## src/rtl/reg_dump_pkg.sv

```systemverilog
// Shared state encoding and default sizing for the register-file debug dump reader.
package reg_dump_pkg;

  localparam int DEFAULT_NUM_REGS = 32;
  localparam int DEFAULT_ADDR_W   = 5;
  localparam int DEFAULT_DATA_W   = 32;
  localparam int BYTES_PER_WORD   = DEFAULT_DATA_W / 8;

  typedef enum logic [2:0] {
    IDLE,
    ADDR,
    PULSE,
    CAPTURE,
    SEND,
    DONE
  } dump_state_e;

  // Index counters need at least one bit even for a single-byte word.
  function automatic int idx_width(input int n);
    return (n > 1) ? $clog2(n) : 1;
  endfunction

endpackage

```

## src/rtl/reg_dump_reader_word_serializer.sv

```systemverilog
// Holds one captured word and hands it out MSB byte first over a valid/ready byte stream.
module word_serializer
  import reg_dump_pkg::*;
#(
  parameter int DATA_W    = DEFAULT_DATA_W,
  parameter int NUM_BYTES = BYTES_PER_WORD
) (
  input  logic              clock,
  input  logic              reset,
  input  logic              load_i,
  input  logic [DATA_W-1:0] word_i,
  output logic [7:0]        tx_data_o,
  output logic              tx_valid_o,
  input  logic              tx_ready_i,
  output logic              last_accept_o
);

  localparam int              IDX_W    = idx_width(NUM_BYTES);
  localparam logic [IDX_W-1:0] LAST_IDX = IDX_W'(NUM_BYTES - 1);

  logic [DATA_W-1:0] shift_q, shift_d;
  logic [IDX_W-1:0]  idx_q, idx_d;
  logic              valid_q, valid_d;
  logic              xfer;

  assign xfer = valid_q && tx_ready_i;

  always_comb begin
    shift_d = shift_q;
    idx_d   = idx_q;
    valid_d = valid_q;
    if (load_i) begin
      shift_d = word_i;
      idx_d   = '0;
      valid_d = 1'b1;
    end else if (xfer) begin
      shift_d = shift_q << 8;
      if (idx_q == LAST_IDX) begin
        idx_d   = '0;
        valid_d = 1'b0;
      end else begin
        idx_d = idx_q + 1'b1;
      end
    end
  end

  // Reset is active-low; an in-flight word is simply dropped.
  always_ff @(posedge clock or negedge reset) begin
    if (!reset) begin
      shift_q <= '0;
      idx_q   <= '0;
      valid_q <= 1'b0;
    end else begin
      shift_q <= shift_d;
      idx_q   <= idx_d;
      valid_q <= valid_d;
    end
  end

  assign tx_data_o     = shift_q[DATA_W-1 -: 8];
  assign tx_valid_o    = valid_q;
  assign last_accept_o = xfer && (idx_q == LAST_IDX);

endmodule

```

## src/rtl/reg_dump_reader.sv

```systemverilog
// Walks the register file debug port (one or all registers) and streams each word out as bytes.
module reg_dump_reader
  import reg_dump_pkg::*;
#(
  parameter int NUM_REGS = DEFAULT_NUM_REGS,
  parameter int ADDR_W   = DEFAULT_ADDR_W,
  parameter int DATA_W   = DEFAULT_DATA_W
) (
  input  logic              clock,
  input  logic              reset,
  input  logic              start,
  input  logic              dump_all,
  input  logic [ADDR_W-1:0] start_address,
  output logic [ADDR_W-1:0] read_address_debug,
  output logic              clock_debug,
  input  logic [DATA_W-1:0] data_out_debug,
  output logic [7:0]        tx_data,
  output logic              tx_valid,
  input  logic              tx_ready,
  output logic              busy,
  output logic              done
);

  localparam logic [ADDR_W-1:0] LAST_ADDR = ADDR_W'(NUM_REGS - 1);

  dump_state_e       state_q, state_d;
  logic [ADDR_W-1:0] addr_q, addr_d;
  logic              all_q, all_d;
  logic              clk_dbg_q, clk_dbg_d;
  logic              load_word;
  logic              last_accept;

  always_ff @(posedge clock or negedge reset) begin
    if (!reset) begin
      state_q   <= IDLE;
      addr_q    <= '0;
      all_q     <= 1'b0;
      clk_dbg_q <= 1'b0;
    end else begin
      state_q   <= state_d;
      addr_q    <= addr_d;
      all_q     <= all_d;
      clk_dbg_q <= clk_dbg_d;
    end
  end

  // The address is set up a full cycle before the debug clock rises, and the
  // data gets a further full cycle to settle before it is captured.
  always_comb begin
    state_d   = state_q;
    addr_d    = addr_q;
    all_d     = all_q;
    load_word = 1'b0;
    unique case (state_q)
      IDLE: begin
        if (start) begin
          state_d = ADDR;
          all_d   = dump_all;
          addr_d  = dump_all ? '0 : start_address;
        end
      end
      ADDR:    state_d = PULSE;
      PULSE:   state_d = CAPTURE;
      CAPTURE: begin
        state_d   = SEND;
        load_word = 1'b1;
      end
      SEND: begin
        if (last_accept) begin
          if (!all_q || addr_q == LAST_ADDR) begin
            state_d = DONE;
          end else begin
            addr_d  = addr_q + 1'b1;
            state_d = ADDR;
          end
        end
      end
      DONE:    state_d = IDLE;
      default: state_d = IDLE;
    endcase
  end

  assign clk_dbg_d = (state_d == PULSE);

  word_serializer #(
    .DATA_W   (DATA_W),
    .NUM_BYTES(DATA_W / 8)
  ) u_serializer (
    .clock        (clock),
    .reset        (reset),
    .load_i       (load_word),
    .word_i       (data_out_debug),
    .tx_data_o    (tx_data),
    .tx_valid_o   (tx_valid),
    .tx_ready_i   (tx_ready),
    .last_accept_o(last_accept)
  );

  assign read_address_debug = addr_q;
  assign clock_debug        = clk_dbg_q;
  assign busy               = (state_q != IDLE);
  assign done               = (state_q == DONE);

endmodule

```

## config.mk

```make
export PLATFORM = sky130hd
export DESIGN_NAME = reg_dump_reader
export DESIGN_NICKNAME = d
export VERILOG_FILES = /design/src/rtl/reg_dump_pkg.sv /design/src/rtl/reg_dump_reader_word_serializer.sv /design/src/rtl/reg_dump_reader.sv
export SDC_FILE = /design/constraint.sdc
export NUM_CORES = 1
export LEC_CHECK = 0
export BUFFER_PORTS_ARGS = -buffer_cell sky130_fd_sc_hd__buf_4
export CAP_MARGIN = 15
export CORE_ASPECT_RATIO = 0.6
export CORE_UTILIZATION = 55
export DETAILED_ROUTE_END_ITERATION = 10
export PLACE_DENSITY = 0.81
export SYNTH_ARGS = -nofsm -noshare
export SYNTH_HDL_FRONTEND = slang
export SYNTH_HIERARCHICAL = 1
export SYNTH_SLANG_ARGS = --single-unit
export TNS_END_PERCENT = 30
```

## constraint.sdc

```tcl
create_clock -name clock -period 4.64 [get_ports clock]
set_input_delay 0.696 -clock clock [delete_from_list [all_inputs] [get_ports clock]]
set_output_delay 0.696 -clock clock [all_outputs]
set_load 0.005 [all_outputs]
```

==> results_tabular.tex <==
\begin{tabular}{lr}
\hline
Metric & Value \\
\hline
\multicolumn{2}{l}{\textbf{Status}} \\
\quad Outcome & complete, no violations \\
\multicolumn{2}{l}{\textbf{Job}} \\
\quad Max-Cap Viols & 0 \\
\multicolumn{2}{l}{\textbf{Yosys}} \\
\quad Count of flip-flops with a built-in enable after synthesis & 0 \\
\quad Net count of the mapped netlist & 296 \\
\quad Mean instance size in the synthesized netlist & 10.3 sq um \\
\quad Post-synth top cells & 45 x dfrtp\_1, 40 x nand2\_1, 25 x nand2b\_1, 24 x nand4b\_1 \\
\quad Fraction of the yosys area taken by sequential cells & 43.6\% \\
\quad Cell count after synthesis & 251 \\
\quad Top-count cell post-synth & dfrtp\_1 \\
\quad Share of the synthesized area in the top cell type & 43.6\% \\
\quad Number of distinct library cell variants in the gate-level netlist after synthesis & 37 \\
\quad Number of synthesis warnings & 6 \\
\quad Syn Std Cell Area & 2580 sq um \\
\quad Most area-consuming cells after synthesis & dfrtp\_1 44\%, nand4b\_1 8.1\%, nand2b\_1 6.1\% \\
\quad Async set or reset register ratio after synthesis & 100\% \\
\quad Synth area leader & dfrtp\_1 \\
\quad Main synth FF type & dfrtp\_1 \\
\quad Total of flip-flops plus latches after synthesis & 45 \\
\multicolumn{2}{l}{\textbf{STA}} \\
\quad Unrepaired setup endpoints after global routing & false \\
\quad Number of pins exceeding their max-slew limit in the final report & 0 \\
\quad Total Neg Setup Slack & 0 ns \\
\quad FMAX & 448 MHz \\
\quad Worst-case clock skew & 0.00489 ns \\
\quad Setup violators final & 0 \\
\quad Final setup margin & 2.41 ns \\
\quad Worst Max-Slew Pin Slew & 0.765 ns \\
\quad Final cycle utilization of the critical path & 48.1\% \\
\quad Final Hold Viols & 0 \\
\quad Minimum period implied by the final worst setup slack & 2.23 ns \\
\quad Fin Hold WS & 0.390 ns \\
\quad Worst slew margin relative to its limit & 48.9\% \\
\multicolumn{2}{l}{\textbf{Power}} \\
\quad Internal power & 1.04 mW \\
\quad Power per Cell Area & 551 nW/um\^{}2 \\
\quad PnR Total Power & 1.63 mW \\
\quad Gate power share & 43.9\% \\
\quad Sequential power share & 42.2\% \\
\quad Net switching power figure & 0.590 mW \\
\quad Clk pwr share & 13.9\% \\
\quad Peak supply drop & 0.290 mV \\
\quad Static power due to leakage & 1.32 nW \\
\quad Switching Fraction & 36.1\% \\
\multicolumn{2}{l}{\textbf{Route}} \\
\quad Total DRC errors in the routed layout & 0 \\
\quad Aggregate routed wire length & 5.14 mm \\
\quad Wire length per cell after detailed routing & 14.7 um \\
\quad Number of vias per cell & 5.42 \\
\quad DR pass1 iterations & 5 \\
\quad DRC violation total after the first TritonRoute iteration & 121 \\
\quad Number of routed nets with antenna violations & 0 \\
\quad Total via count in the routed design & 1893 \\
\multicolumn{2}{l}{\textbf{Die}} \\
\quad Chip Width & 90.4 um \\
\quad Area of the core & 4300 sq um \\
\quad Ports placed on the boundary & 59 \\
\quad Total number of placement rows & 18 \\
\quad Initial core utilization & 60.0\% \\
\quad Die Outline Area & 4980 sq um \\
\quad Die Span Y & 55.1 um \\
\multicolumn{2}{l}{\textbf{Worst setup path}} \\
\quad Worst R2R Setup Slack & 2.41 ns \\
\quad Reg2reg end & u\_serializer/shift\_q[28] \\
\quad Worst Setup End Kind & flip-flop \\
\quad Type of the setup path with the least slack & reg -> reg \\
\quad Origin of the worst setup path & state\_q[1] \\
\quad Data arrival time at the worst-slack endpoint & 2.39 ns \\
\quad Launch point of the worst reg-to-reg path & state\_q[1] \\
\quad Category of the worst setup path launch point & flip-flop \\
\quad Critical-path cell with the highest stage delay & nor2\_4 \\
\quad Slowest Stage Delay on Critical Path & 0.61 ns \\
\quad Worst Reg-to-Reg Cells & 5 \\
\quad Maximum fanout count along the critical path & 47 \\
\quad Ordered cell list for the critical path & nand2\_1 -> nor2\_4 -> buf\_4 -> nand4b\_1 -> o311ai\_2 \\
\quad Data required time of the worst path & 4.80 ns \\
\multicolumn{2}{l}{\textbf{Global route}} \\
\quad First-pass GRT wire length & 8.48 mm \\
\quad Global route overflow & 0 \\
\quad Vias in the first global route & 1748 \\
\quad Largest net degree at the start of global routing & 48 \\
\quad All-Layer GR Usage & 22.5\% \\
\quad Number of antenna violations at the first check in global routing & 0 \\
\multicolumn{2}{l}{\textbf{Clock tree}} \\
\quad Total of hold buffers inserted after clock tree synthesis & 0 \\
\quad Source-to-sink clock delay at the later pin of the worst-skew pair & 0.29 ns \\
\quad Post-CTS setup-driven buffer insertion count & 0 \\
\quad Number of clock sinks & 45 \\
\quad Bufs on Longest Clock Path & 2 \\
\quad Buffer cell driving the clock tree root & clkbuf\_8 \\
\quad Clk slew on worst S/H paths & 0.08 ns \\
\quad Max H-tree Level & 2 \\
\quad TritonCTS clock tree & yes \\
\quad CTS buffer count & 5 \\
\quad Post-cts gate resize count & 0 \\
\multicolumn{2}{l}{\textbf{Min path}} \\
\quad Class of the worst hold path & in -> async \\
\multicolumn{2}{l}{\textbf{Layout}} \\
\quad Diode insertion count for antenna repair & 0 \\
\quad Final standard cell count with taps included and fillers excluded & 349 \\
\quad Layout area overhead & 15.0\% \\
\quad Layout cells sized above 1 & 30.4\% \\
\quad Area of all placed cells without fillers & 2970 sq um \\
\quad Post-layout nets & 333 \\
\quad Share of the core filled with cells in the final layout & 69.0\% \\
\multicolumn{2}{l}{\textbf{Place}} \\
\quad RePlAce Congestion & 0.872 \\
\quad Instance area at placement & 2890 sq um \\
\quad Buffers on Ports & 58 \\
\quad Placement Setup Slack & 2.38 ns \\
\quad Placed cell count & 341 \\
\quad DP HPWL & 3.59 mm \\
\hline
\end{tabular}
[kinds of logic (layout without fill, tap and decap cells)]
logic type / Yosys count / in the layout / synth area share (%)
mux: 1 / 1 / 0.582
compound gates: 53 / 53 / 18.2
simple gates: 105 / 105 / 25.1
fa+ha+maj: 3 / 3 / 1.46
xor+xnor: 1 / 1 / 0.340
flops: 45 / 45 / 43.6
buf+inv: 43 / 81 / 10.6
[final cells by class]
type / count / area (sq um)
Fill cell: 338 / 1330
Multi-Input combinational cell: 163 / 1190
Sequential cell: 45 / 1130
Timing Repair Buffer: 60 / 450
Clock buffer: 8 / 80.1
Tap cell: 60 / 75.1
Inverter: 13 / 48.8
[flip-flops by register name (all words and copies together), names as in the netlist]
signal / count
clock_debug: 1
u_serializer/idx_q: 2
u_serializer/shift_q: 32
u_serializer/tx_valid_o: 1
state_q: 3
all_q: 1
read_address_debug: 5
[power groups by stage]
stage          clock, mW  combinational [mW]  sequential, mW
6_report           0.227               0.717           0.690
5_1_grt            0.251               0.798           0.715
2_1_floorplan          0               0.626           0.646
4_1_cts            0.237               0.725           0.687
3_3_place_gp           0               0.704           0.688
3_5_place_dp           0               0.724           0.694
[cell usage in the layout, fill, tap and decap left out, types with 2 or more instances in the layout]
master	instances
a21bo_2	2
a21oi_1	4
and3_1	3
and3b_1	2
buf_4	60
clkbuf_1	3
clkbuf_8	5
dfrtp_1	45
ha_1	3
inv_1	13
nand2_1	40
nand2b_1	25
nand3b_1	2
nand4b_1	24
o211ai_1	13
o211ai_2	4
o21ai_0	4
o21ai_1	8
o221a_2	3
o311ai_2	8
[worst max-delay path, delay by kind of cell (launching register included)]
| family | cells | cell delay [ns] |
|---|---|---|
| buffers and inverters | 1 | 0.48 |
| AOI/OAI and AO/OA | 1 | 0.10 |
| DFF | 1 | 0.53 |
| and+or+nand+nor | 3 | 0.96 |
[routing by layer]
layer | global-route usage (%) | share of wire [%] | vias to the layer above
met5 | 0 | 0 | -
li1 | - | - | 954
met4 | 4.30 | 0.29 | 0
met1 | 33.7 | 53 | 903
met2 | 33.6 | 43 | 34
met3 | 5.05 | 4.2 | 2
[worst max path at each step]
| stage | to | cells after the start |
|---|---|---|
| after floorplan | read_address_debug[3] | 6 |
| after global placement | read_address_debug[3] | 6 |
| after detailed placement | read_address_debug[3] | 6 |
| after CTS | u_serializer/shift_q[28] | 5 |
| after global routing | u_serializer/shift_q[28] | 5 |
| final | u_serializer/shift_q[28] | 5 |
Note: power is estimated with default switching activity, not from simulation.
